--- src/rtl/clk_period_meter.sv ---
// clk_period_meter
//   Measures a slow, asynchronous clock (typically a divider output) in the system clock
//   domain. Gives one rise pulse per detected rising edge and reports the period and the
//   high time in system-clock cycles through a valid/ready result port. A missing rising
//   edge for TIMEOUT cycles is reported as a stall.
//
// Ports
//   clk_i         system clock, all logic on posedge
//   rst_ni        asynchronous active-low reset
//   clk_in_i      clock under measurement, asynchronous to clk_i
//   rise_pulse_o  one clk_i cycle high per detected clk_in_i rising edge
//   meas_valid_o  period_o/high_time_o hold an unconsumed measurement
//   meas_ready_i  consumer takes the result on an edge where meas_valid_o=1
//   period_o      cycles between the last two detected rising edges
//   high_time_o   cycles clk_in_i was high within that period
//   overrun_o     sticky: a result was overwritten before it was accepted
//   stalled_o     no rising edge for TIMEOUT cycles; cleared by the next rising edge
module clk_period_meter #(
  parameter int unsigned WIDTH   = 32,
  parameter int unsigned TIMEOUT = 50_000_000
) (
  input  logic             clk_i,
  input  logic             rst_ni,
  input  logic             clk_in_i,
  output logic             rise_pulse_o,
  output logic             meas_valid_o,
  input  logic             meas_ready_i,
  output logic [WIDTH-1:0] period_o,
  output logic [WIDTH-1:0] high_time_o,
  output logic             overrun_o,
  output logic             stalled_o
);

  typedef enum logic [0:0] {StIdle, StMeasure} state_e;

  localparam logic [WIDTH-1:0] TimeoutVal = WIDTH'(TIMEOUT);
  // A TIMEOUT that does not fit in the counter must never fire.
  localparam bit TimeoutOk = (WIDTH >= 32) || ((TIMEOUT >> WIDTH) == 0);

  state_e           state_q;
  logic             s1_q, s2_q, s3_q;
  logic [WIDTH-1:0] cnt_q;
  logic [WIDTH-1:0] hi_lat_q;
  logic [WIDTH-1:0] period_q;
  logic [WIDTH-1:0] high_time_q;
  logic             valid_q;
  logic             overrun_q;
  logic             stalled_q;

  logic             rise;
  logic             fall;
  logic             transfer;
  logic             timeout_hit;
  logic [WIDTH-1:0] cnt_inc;

  assign rise        = s2_q & ~s3_q;
  assign fall        = ~s2_q & s3_q;
  assign transfer    = valid_q & meas_ready_i;
  assign timeout_hit = TimeoutOk && (cnt_q == TimeoutVal);
  // Saturating increment: a saturated count is reported as all-ones.
  assign cnt_inc     = (cnt_q == '1) ? cnt_q : cnt_q + WIDTH'(1);

  always_ff @(posedge clk_i or negedge rst_ni) begin
    if (!rst_ni) begin
      state_q     <= StIdle;
      s1_q        <= 1'b0;
      s2_q        <= 1'b0;
      s3_q        <= 1'b0;
      cnt_q       <= '0;
      hi_lat_q    <= '0;
      period_q    <= '0;
      high_time_q <= '0;
      valid_q     <= 1'b0;
      overrun_q   <= 1'b0;
      stalled_q   <= 1'b0;
    end else begin
      s1_q <= clk_in_i;
      s2_q <= s1_q;
      s3_q <= s2_q;

      // A capture below overrides this, keeping valid high for the new result.
      if (transfer) begin
        valid_q <= 1'b0;
      end

      case (state_q)
        StIdle: begin
          cnt_q <= '0;
          if (rise) begin
            // Reference edge only: no result yet.
            cnt_q     <= WIDTH'(1);
            hi_lat_q  <= '0;
            stalled_q <= 1'b0;
            state_q   <= StMeasure;
          end
        end
        StMeasure: begin
          if (rise) begin
            period_q    <= cnt_q;
            high_time_q <= hi_lat_q;
            valid_q     <= 1'b1;
            if (valid_q && !meas_ready_i) begin
              overrun_q <= 1'b1;
            end
            cnt_q     <= WIDTH'(1);
            stalled_q <= 1'b0;
          end else if (timeout_hit) begin
            cnt_q     <= '0;
            stalled_q <= 1'b1;
            state_q   <= StIdle;
          end else begin
            cnt_q <= cnt_inc;
          end
          if (fall) begin
            hi_lat_q <= cnt_q;
          end
        end
        default: begin
          state_q <= StIdle;
        end
      endcase
    end
  end

  assign rise_pulse_o = rise;
  assign meas_valid_o = valid_q;
  assign period_o     = period_q;
  assign high_time_o  = high_time_q;
  assign overrun_o    = overrun_q;
  assign stalled_o    = stalled_q;

endmodule

--- config.mk ---
export PLATFORM = sky130hd
export DESIGN_NAME = clk_period_meter
export DESIGN_NICKNAME = d
export VERILOG_FILES = /design/src/rtl/clk_period_meter.sv
export SDC_FILE = /design/constraint.sdc
export NUM_CORES = 1
export LEC_CHECK = 0
export ABC_AREA = 1
export BUFFER_PORTS_ARGS = -buffer_cell sky130_fd_sc_hd__clkbuf_2
export CORE_MARGIN = 4
export CORE_UTILIZATION = 25
export CTS_CLUSTER_SIZE = 20
export DETAILED_ROUTE_END_ITERATION = 10
export PLACE_DENSITY = 0.47
export SETUP_SLACK_MARGIN = 0.3
export SYNTH_ARGS = -nofsm -noshare
export SYNTH_HDL_FRONTEND = slang
export SYNTH_SLANG_ARGS = --single-unit
--- constraint.sdc ---
create_clock -name clk_i -period 1.51 [get_ports clk_i]
set_input_delay 0.2265 -clock clk_i [delete_from_list [all_inputs] [get_ports clk_i]]
set_output_delay 0.2265 -clock clk_i [all_outputs]
set_load 0.02 [all_outputs]
==> results.json, run 1 <==
{
  "status": "finished with violations",
  "violations": "negative setup slack",
  "p_seq_share_pct": 39.2,
  "cts.clk_slew.worst_paths_ns": 0.06,
  "via_per_inst": 4.43,
  "totalWireLength_mm": 20.1,
  "drive_gt1_share_pct": 53.6,
  "syn_area_per_cell_sq_um": 8.70,
  "worstSkewPairLatency_ns": 0.42,
  "slowest_stage": "dfrtp_1",
  "critPathRequiredTime_ns": 1.81,
  "grt_pass1_wl_mm": 30.5,
  "post-dp-hpwl_mm": 12.2,
  "regArea_sq_um": 3380,
  "cap_violations": 0,
  "grt_usage_pct": 14.7,
  "clockBufferDepth": 2,
  "netlist_instances": 671,
  "clock-root-buffer": "clkbuf_16",
  "critPathLaunchType": "flip-flop",
  "drc": 0,
  "core-area_sq_um": 22800,
  "synth-seq-cells": 135,
  "crit_path_end_kind": "flip-flop",
  "p_int_uw": 7390,
  "drt_iter0_drc": 286,
  "num_rows": 55,
  "max_stage_delay_ns": 0.37,
  "hold_class": "input pin to async pin",
  "rsz0062_at_grt": "true",
  "clock_sinks": 135,
  "final_util_pct": 45.4,
  "fillCellCount": 2186,
  "cp_top_family": "buffers and inverters",
  "clkPwrFrac_pct": 43.3,
  "swShare_pct": 26.6,
  "fin_ws_ns": -0.156,
  "tightest_slew_ns": 0.410,
  "clock_skew_ns": 0.0149,
  "fin_crit_sh_pct": 110,
  "crit_chain": "inv_2, or2_4, buf_6, nor2_4, clkinv_8, buf_12, clkbuf_16, nand2_2, o21ai_1",
  "path_class": "flip-flop to flip-flop",
  "synth_top_area_share_pct": 57.9,
  "leakage_uw": 0.00486,
  "syn2layout_area_growth_pct": 77.3,
  "drt-wirelength-per-cell_um": 15.9,
  "setup_violations": 120,
  "drtAntennaViolNets": 0,
  "globalplace.congestion": 0.874,
  "nNetsFinal": 946,
  "place_ws_ns": -0.203,
  "ios": 72,
  "cp.arrival_ns": 1.97,
  "die_y_um": 161,
  "ys_warn_count": 0,
  "firstDrtPassIters": 6,
  "num_antenna_cells": 0,
  "final_max_slew_viol_count": 0,
  "fmax_ghz": 0.600,
  "ir_drop_mv": 0.650,
  "synth-seq-area-share_pct": 57.9,
  "multi_input_area_sq_um": 2920,
  "layout_commonest_cell": "buf_4",
  "grt_start_max_net_pins": 41,
  "final_cell_mix": "169 x buf_4, 132 x dfrtp_1, 90 x nand2_1",
  "power_frac_comb_pct": 17.5,
  "fin_crit_ns": 1.67,
  "grt-ovfl-total": 0,
  "ys_types": 30,
  "vias": 5598,
  "crit_cells": 9,
  "path_max_fanout": 8,
  "htreeDepth": 4,
  "syn_nets": 677,
  "io_buffers": 71,
  "power_uw": 10100,
  "antenna_found_initial": 0,
  "cts_buffers": 17,
  "switchingPower_uw": 2670,
  "hold_viol_final": 0,
  "rr_worst_depth": 9,
  "synthTopCellsByArea": "dfrtp_1 58%, nand2_1 10%, o21ai_0 6.0%",
  "dieArea_sq_um": 25900,
  "crit_buf_inv": 5,
  "p_per_area_nw_per_um2": 972,
  "synth_top_area_cell": "dfrtp_1",
  "die_x_um": 161,
  "cts_tree": "done",
  "grt_pass1_vias": 5547,
  "syn_area_sq_um": 5840,
  "start_util_pct": 25.6,
  "slew_headroom_pct": 72.7
}
[logic make-up after synthesis]
group | Yosys count | synth area share (%)
buffers and inverters | 109 | 7.37
xor gates and xnor gates | 3 | 0.450
and+or+nand+nor | 295 | 22.0
DFF | 135 | 57.9
adders and majority gates | 2 | 0.428
AOI/OAI and AO/OA | 127 | 11.9
[through the flow]
step / hold slack (ns) / TNS [ns] / instance area (sq um) / std cells
after CTS: 0.312 / -4.15 / 8910 / 1202
after global placement: 0.179 / -2.79 / 7490 / 1148
after global routing: 0.332 / -19.22 / 10400 / 1265
after detailed placement: 0.180 / -3.73 / 7490 / 1148
after floorplan: -0.0691 / -0.0680 / 6000 / 671
final: 0.310 / -9.95 / 10400 / 1265
[power by group through the flow]
| stage | Combinational (uW) | Clock [uW] | Sequential (uW) |
|---|---|---|---|
| 5_1_grt | 1900 | 4630 | 3970 |
| 3_5_place_dp | 1060 | 0 | 3980 |
| 3_3_place_gp | 1050 | 0 | 3980 |
| 6_report | 1760 | 4350 | 3950 |
| 2_1_floorplan | 447 | 0 | 4090 |
| 4_1_cts | 1320 | 4450 | 3930 |
[cell type report]
class	instances	area share (%)
clock buffer	21	4.54
clock inverter	10	1.39
tap	313	3.78
timing repair buffer	275	26.1
multi-input combinational	427	28.2
sequential	135	32.7
inverter	84	3.31
[cell usage after synthesis]
cell type,n
nor3_1,10
clkbuf_1,11
nor2_4,3
o21ai_0,70
nor2_1,66
inv_1,83
nor2_8,1
buf_1,2
nand3_2,1
inv_2,1
nor2_2,8
o21a_1,2
nand2_1,161
nand3_4,1
dfrtp_1,135
o31ai_1,4
nand2_4,1
xor2_1,3
o211a_1,1
ha_1,2
nand4_1,13
or2_1,1
and2_1,1
buf_6,1
a21oi_1,7
nand3_1,25
o21ai_1,10
o22ai_1,33
buf_2,11
nand2_2,3
[state kept, by name, summed over array words and instances, names as in the netlist]
name	count
high_time_o	32
cnt_q	32
period_o	32
s1_q	1
s2_q	1
hi_lat_q	32
overrun_o	1
state_q	1
stalled_o	1
meas_valid_o	1
s3_q	1
[per-layer routing]
metal,vias to the layer above,part of all wire [%],global-route usage (%)
met5,-,0,0
met4,0,1.1,4.27
met3,15,3.0,3.08
met2,80,50,24.4
met1,2777,46,19.5
li1,2726,-,-
[worst paths after layout]
check | startpoint | to | slack [ns]
setup / recovery | s2_q | period_o[3] | -0.16
hold / removal | rst_ni | high_time_o[8] | 0.31
setup reg to reg | s2_q | period_o[3] | -0.16
hold reg to reg | s1_q | s2_q | 0.37
max in group asynchronous | rst_ni | high_time_o[29] | 0.64
min in group clk_i | s1_q | s2_q | 0.37
[what timing repair did]
action / CTS / global route
setup buffers: 15 / 55
pin swaps: 22 / 30
hold endpoints to repair: 37 / 0
setup endpoints to repair: 152 / 186
cloned: 5 / 8
hold buffers: 3 / 0
gates resized for setup: 138 / 287
Power figures use the tool's default switching activity.
==> inputs of run 2 (changes only) <==
--- a/config.mk
+++ b/config.mk
@@ -9,9 +9,10 @@
 export BUFFER_PORTS_ARGS = -buffer_cell sky130_fd_sc_hd__clkbuf_2
 export CORE_MARGIN = 4
 export CORE_UTILIZATION = 25
+export CTS_CLUSTER_DIAMETER = 150
 export CTS_CLUSTER_SIZE = 20
 export DETAILED_ROUTE_END_ITERATION = 10
-export PLACE_DENSITY = 0.47
+export PLACE_DENSITY = 0.46
 export SETUP_SLACK_MARGIN = 0.3
 export SYNTH_ARGS = -nofsm -noshare
 export SYNTH_HDL_FRONTEND = slang
==> constraint.sdc (replaced) <==
create_clock -name clk_i -period 1.8 [get_ports clk_i]
set_input_delay 0.27 -clock clk_i [delete_from_list [all_inputs] [get_ports clk_i]]
set_output_delay 0.27 -clock clk_i [all_outputs]
set_load 0.02 [all_outputs]
==> results.json, run 2 (same netlist as run 1, synthesis figures left out) <==
{
  "fin_crit_ns": 1.74,
  "max_stage_delay_ns": 0.41,
  "slew_headroom_pct": 56.6,
  "crit_buf_inv": 2,
  "drtAntennaViolNets": 0,
  "die_x_um": 161,
  "drc": 0,
  "core-area_sq_um": 22800,
  "firstDrtPassIters": 5,
  "via_per_inst": 4.45,
  "grt_start_max_net_pins": 57,
  "grt_usage_pct": 13.0,
  "status": "finished clean",
  "setup_violations": 0,
  "drive_gt1_share_pct": 50.2,
  "grtUsageMet3_pct": 2.98,
  "cap_violations": 0,
  "p_per_area_nw_per_um2": 887,
  "regArea_sq_um": 3390,
  "clock_skew_ns": 0.0132,
  "totalWireLength_mm": 19.1,
  "antenna_found_initial": 0,
  "cp_top_family": "simple AND/OR/NAND/NOR gates",
  "cts_tree": "done",
  "grt_pass1_vias": 5011,
  "cts.clk_slew.worst_paths_ns": 0.06,
  "io_buffers": 71,
  "rsz0062_at_grt": "true",
  "critPathLaunchType": "flip-flop",
  "hold_class": "input pin to flip-flop",
  "cp.arrival_ns": 2.09,
  "num_rows": 55,
  "drt_iter0_drc": 261,
  "slowest_stage": "dfrtp_2",
  "nNetsFinal": 849,
  "path_class": "flip-flop to flip-flop",
  "crit_path_end_kind": "flip-flop",
  "top_usage_layer": "met2",
  "globalplace.congestion": 0.914,
  "leakage_uw": 0.00431,
  "tightest_slew_ns": 0.650,
  "ir_drop_mv": 0.594,
  "final_cell_mix": "128 x dfrtp_1, 92 x nand2_1, 74 x inv_1",
  "path_max_fanout": 6,
  "ios": 72,
  "fin_hold_ws_ns": 0.0663,
  "final_max_slew_viol_count": 0,
  "clock-root-buffer": "clkbuf_16",
  "worstSkewPairLatency_ns": 0.42,
  "grtUsageMet1_pct": 17.3,
  "syn2layout_area_growth_pct": 60.9,
  "hold_viol_final": 0,
  "fin_setup_tns_ns": 0,
  "post-dp-hpwl_mm": 11.6,
  "grt_pass1_wl_mm": 27.0,
  "drt-wirelength-per-cell_um": 16.3,
  "num_antenna_cells": 0,
  "start_util_pct": 25.6,
  "grt-ovfl-total": 0,
  "clock_sinks": 135,
  "fillCellCount": 2218,
  "clockBufferDepth": 2,
  "crit_chain": "ha_4, nand2_4, nor2_4, nand2_4, nor2_8, nand3_4, buf_6, buf_16, nand4_1, o21ai_1, nor2_2",
  "critPathRequiredTime_ns": 2.15,
  "crit_top_cell": "nand2_4",
  "vias": 5205,
  "dieArea_sq_um": 25900,
  "layout_commonest_cell": "dfrtp_1",
  "cts_buffers": 17,
  "fin_crit_sh_pct": 96.8,
  "htreeDepth": 4,
  "fmax_ghz": 0.574,
  "use_met2_pct": 21.2,
  "die_y_um": 161,
  "multi_input_area_sq_um": 3040
}
run 2: cell types whose count changed in the layout (fill, tap and decap cells not counted), sizes merged:
cell / change
clkinv: +5
clkinvlp: -1
clkbuf: +46
buf: -145
dlygate4sd3: -1
bufinv: +1
bufbuf: -1
run 2: what timing repair did:
action,CTS,global route
hold endpoints to repair,40,0
buffers inserted,18,15
setup endpoints to repair,61,77
gates resized for setup,63,305
hold buffers,2,0
pin swaps,7,76
gates cloned,1,14
run 2: where the power goes:
group          internal [uW]  switching [uW]  leakage, uW  total (uW)
clock network           2410            1390     0.000315        3810
registers               3200             160      0.00184        3360
logic                    494             680      0.00216        1170
total                   6100            2230      0.00431        8340
run 2: routing by layer:
metal | part of all wire [%] | up-vias | routed length (um)
met4 | 1.4 | 0 | 264
met5 | 0 | - | 0
met2 | 50 | 93 | 9580
met1 | 45 | 2567 | 8520
met3 | 3.8 | 10 | 721
li1 | - | 2535 | -
run 2: path summary, 6_finish.rpt:
check	slack, ns	cells past startpoint	to	start
min	0.07	2	overrun_o	meas_ready_i
max	0.06	11	cnt_q[14]	cnt_q[1]
max in group asynchronous	0.73	3	cnt_q[3]	rst_ni
min in group asynchronous	0.35	2	period_o[17]	rst_ni
min reg2reg	0.35	0	s2_q	s1_q
max reg2reg	0.06	11	cnt_q[14]	cnt_q[1]
run 2: cell type report:
type,instances,area share [%]
sequential,135,36.0
multi-input combinational,427,32.4
timing repair buffer,176,16.5
clock buffer,19,4.82
tap,313,4.17
inverter,84,3.66
clock inverter,13,2.06
timing repair inverter,2,0.346
run 2: metrics by stage:
step	utilization (%)	cell area [sq um]	power [uW]	instances	setup WS, ns
2_1_floorplan	-	5860	3750	671	0.257
3_3_place_gp	30.7	6990	4090	1087	-0.0120
3_5_place_dp	30.7	6990	4090	1087	-0.0271
4_1_cts	35.2	8030	8130	1140	0.0900
5_1_grt	41.3	9400	8700	1169	-0.0590
6_report	41.3	9400	8340	1169	0.0577
run 2: worst register-to-register path, delay by kind of cell, from the launching register on:
kind,cells,cell delay [ns]
and+or+nand+nor,7,0.73
adders and majority gates,1,0.16
buffers and inverters,2,0.28
AOI/OAI and AO/OA,1,0.07
DFF,1,0.41
==> inputs of run 3 (changes only) <==
--- a/config.mk
+++ b/config.mk
@@ -7,13 +7,13 @@
 export LEC_CHECK = 0
 export ABC_AREA = 1
 export BUFFER_PORTS_ARGS = -buffer_cell sky130_fd_sc_hd__clkbuf_2
+export CAP_MARGIN = 20
 export CORE_MARGIN = 4
 export CORE_UTILIZATION = 25
 export CTS_CLUSTER_DIAMETER = 150
 export CTS_CLUSTER_SIZE = 20
 export DETAILED_ROUTE_END_ITERATION = 10
 export PLACE_DENSITY = 0.46
-export SETUP_SLACK_MARGIN = 0.3
 export SYNTH_ARGS = -nofsm -noshare
 export SYNTH_HDL_FRONTEND = slang
 export SYNTH_SLANG_ARGS = --single-unit
==> results.json, run 3 (same netlist as run 1, synthesis figures left out) <==
{
  "status": "finished clean",
  "layout_commonest_cell": "nand2_1",
  "clock_skew_ns": 0.00923,
  "path_max_fanout": 5,
  "hold_class": "input pin to flip-flop",
  "start_util_pct": 25.6,
  "dpl-instance-area_sq_um": 6980,
  "instances_no_fill": 1124,
  "grt_start_max_net_pins": 63,
  "fmax_ghz": 0.580,
  "drive_gt1_share_pct": 24.3,
  "cp.arrival_ns": 2.03,
  "regArea_sq_um": 3380,
  "rrSetupSlack_ns": 0.07,
  "grt-ovfl-total": 0,
  "cts_tree": "done",
  "ios": 72,
  "antenna_found_initial": 0,
  "drt_iter0_drc": 296,
  "slew_headroom_pct": 62.4,
  "core-area_sq_um": 22800,
  "numPlacedInstances": 1085,
  "io_buffers": 71,
  "holdCritStartpoint": "meas_ready_i",
  "grt_pass1_wl_mm": 26.2,
  "num_antenna_cells": 0,
  "crit_path_end_kind": "flip-flop",
  "cap_violations": 0,
  "whs_path_depth": 2,
  "fin_setup_tns_ns": 0,
  "htreeDepth": 4,
  "clock-root-buffer": "clkbuf_16",
  "critPathRequiredTime_ns": 2.10,
  "grt_pass1_vias": 4866,
  "fin_crit_sh_pct": 95.8,
  "cts_buffers": 17,
  "globalplace.congestion": 0.855,
  "num_rows": 55,
  "cts.clk_slew.worst_paths_ns": 0.06,
  "firstDrtPassIters": 4,
  "leakage_uw": 0.00361,
  "power_uw": 7540,
  "ir_drop_mv": 0.522,
  "path_class": "flip-flop to flip-flop",
  "syn2layout_area_growth_pct": 31.9,
  "fin_crit_ns": 1.73,
  "die_x_um": 161,
  "post-dp-hpwl_mm": 11.5,
  "tightest_slew_ns": 0.559,
  "nNetsFinal": 804,
  "fillCellCount": 2418,
  "multi_input_area_sq_um": 2070,
  "rr_worst_depth": 8,
  "worstSkewPairLatency_ns": 0.42,
  "via_per_inst": 4.26,
  "critPathLaunchType": "flip-flop",
  "drc": 0,
  "clock_sinks": 135,
  "final_util_pct": 33.8,
  "drtAntennaViolNets": 0,
  "die_y_um": 161,
  "drt-wirelength-per-cell_um": 14.1,
  "hold_viol_final": 0,
  "final_cell_mix": "160 x nand2_1, 131 x dfrtp_1, 80 x inv_1",
  "dieArea_sq_um": 25900,
  "rr_endpoint": "cnt_q[26]",
  "hold_path_end": "overrun_o",
  "totalWireLength_mm": 15.8,
  "vias": 4787,
  "final_max_slew_viol_count": 0,
  "p_per_area_nw_per_um2": 979,
  "clockBufferDepth": 2,
  "r2r_start": "cnt_q[1]",
  "grt_usage_pct": 12.7,
  "stdcell_area_sq_um": 7700,
  "setup_violations": 0
}
-- run 3: cell types whose count changed in the layout (fill, tap and decap cells not counted), sizes merged --
| cell | previous run | this run |
|---|---|---|
| buf | 98 | 61 |
| bufinv | 4 | 2 |
| clkbuf | 95 | 91 |
| clkinv | 9 | 6 |
| inv | 84 | 85 |
-- run 3: timing repair --
item	4_1_cts	5_1_grt
setup buffers	1	4
hold buffers	2	0
setup endpoints to repair	8	25
gates cloned	0	1
endpoints found under the hold margin	45	0
resized for setup	6	15
pin swaps	0	3
-- run 3: power by group --
group          leakage [uW]  switching, uW  internal [uW]
Clock              0.000290           1340           2150
Combinational       0.00148            476            256
Sequential          0.00184            123           3190
Total               0.00361           1940           5600
-- run 3: layout make-up --
type                            instances  area share (%)
Sequential cell                       135            43.9
Clock inverter                         11            1.58
Multi-Input combinational cell        427            26.9
Clock buffer                           21            6.11
Inverter                               84            4.14
Tap cell                              313            5.08
Timing Repair Buffer                  133            12.3
-- run 3: per-stage QoR --
step / hold WS, ns / worst slack, ns
6_report: 0.0438 / 0.0748
3_3_place_gp: 0.249 / -0.0288
5_1_grt: 0.0255 / -0.00149
2_1_floorplan: -0.0256 / 0.223
3_5_place_dp: 0.249 / -0.0622
4_1_cts: 0.0166 / 0.0125
-- run 3: critical path, cell delays in order, from the launching register on --
cell and delay [ns]:
dfrtp_1 0.41, ha_4 0.18, nand2_2 0.07, nor2_4 0.19, nand4_1 0.19, nor2_1 0.22
nand2_1 0.14, nor2_1 0.13, a21oi_1 0.08
-- run 3: layer usage --
metal	track usage [%]	wire (um)	vias to the layer above
met5	0	0	-
li1	-	-	2423
met3	3.70	635	15
met2	19.9	7160	84
met1	17.2	7810	2265
met4	3.99	240	0
-- run 3: worst max-delay path by stage --
stage / slack (ns) / endpoint / cells past startpoint / from
4_1_cts: 0.01 / cnt_q[17] / 10 / cnt_q[0]
2_1_floorplan: 0.22 / cnt_q[17] / 9 / cnt_q[0]
3_3_place_gp: -0.03 / cnt_q[6] / 8 / cnt_q[0]
3_5_place_dp: -0.06 / cnt_q[6] / 8 / cnt_q[0]
6_report: 0.07 / cnt_q[26] / 8 / cnt_q[1]
5_1_grt: -0.001 / cnt_q[5] / 10 / cnt_q[1]
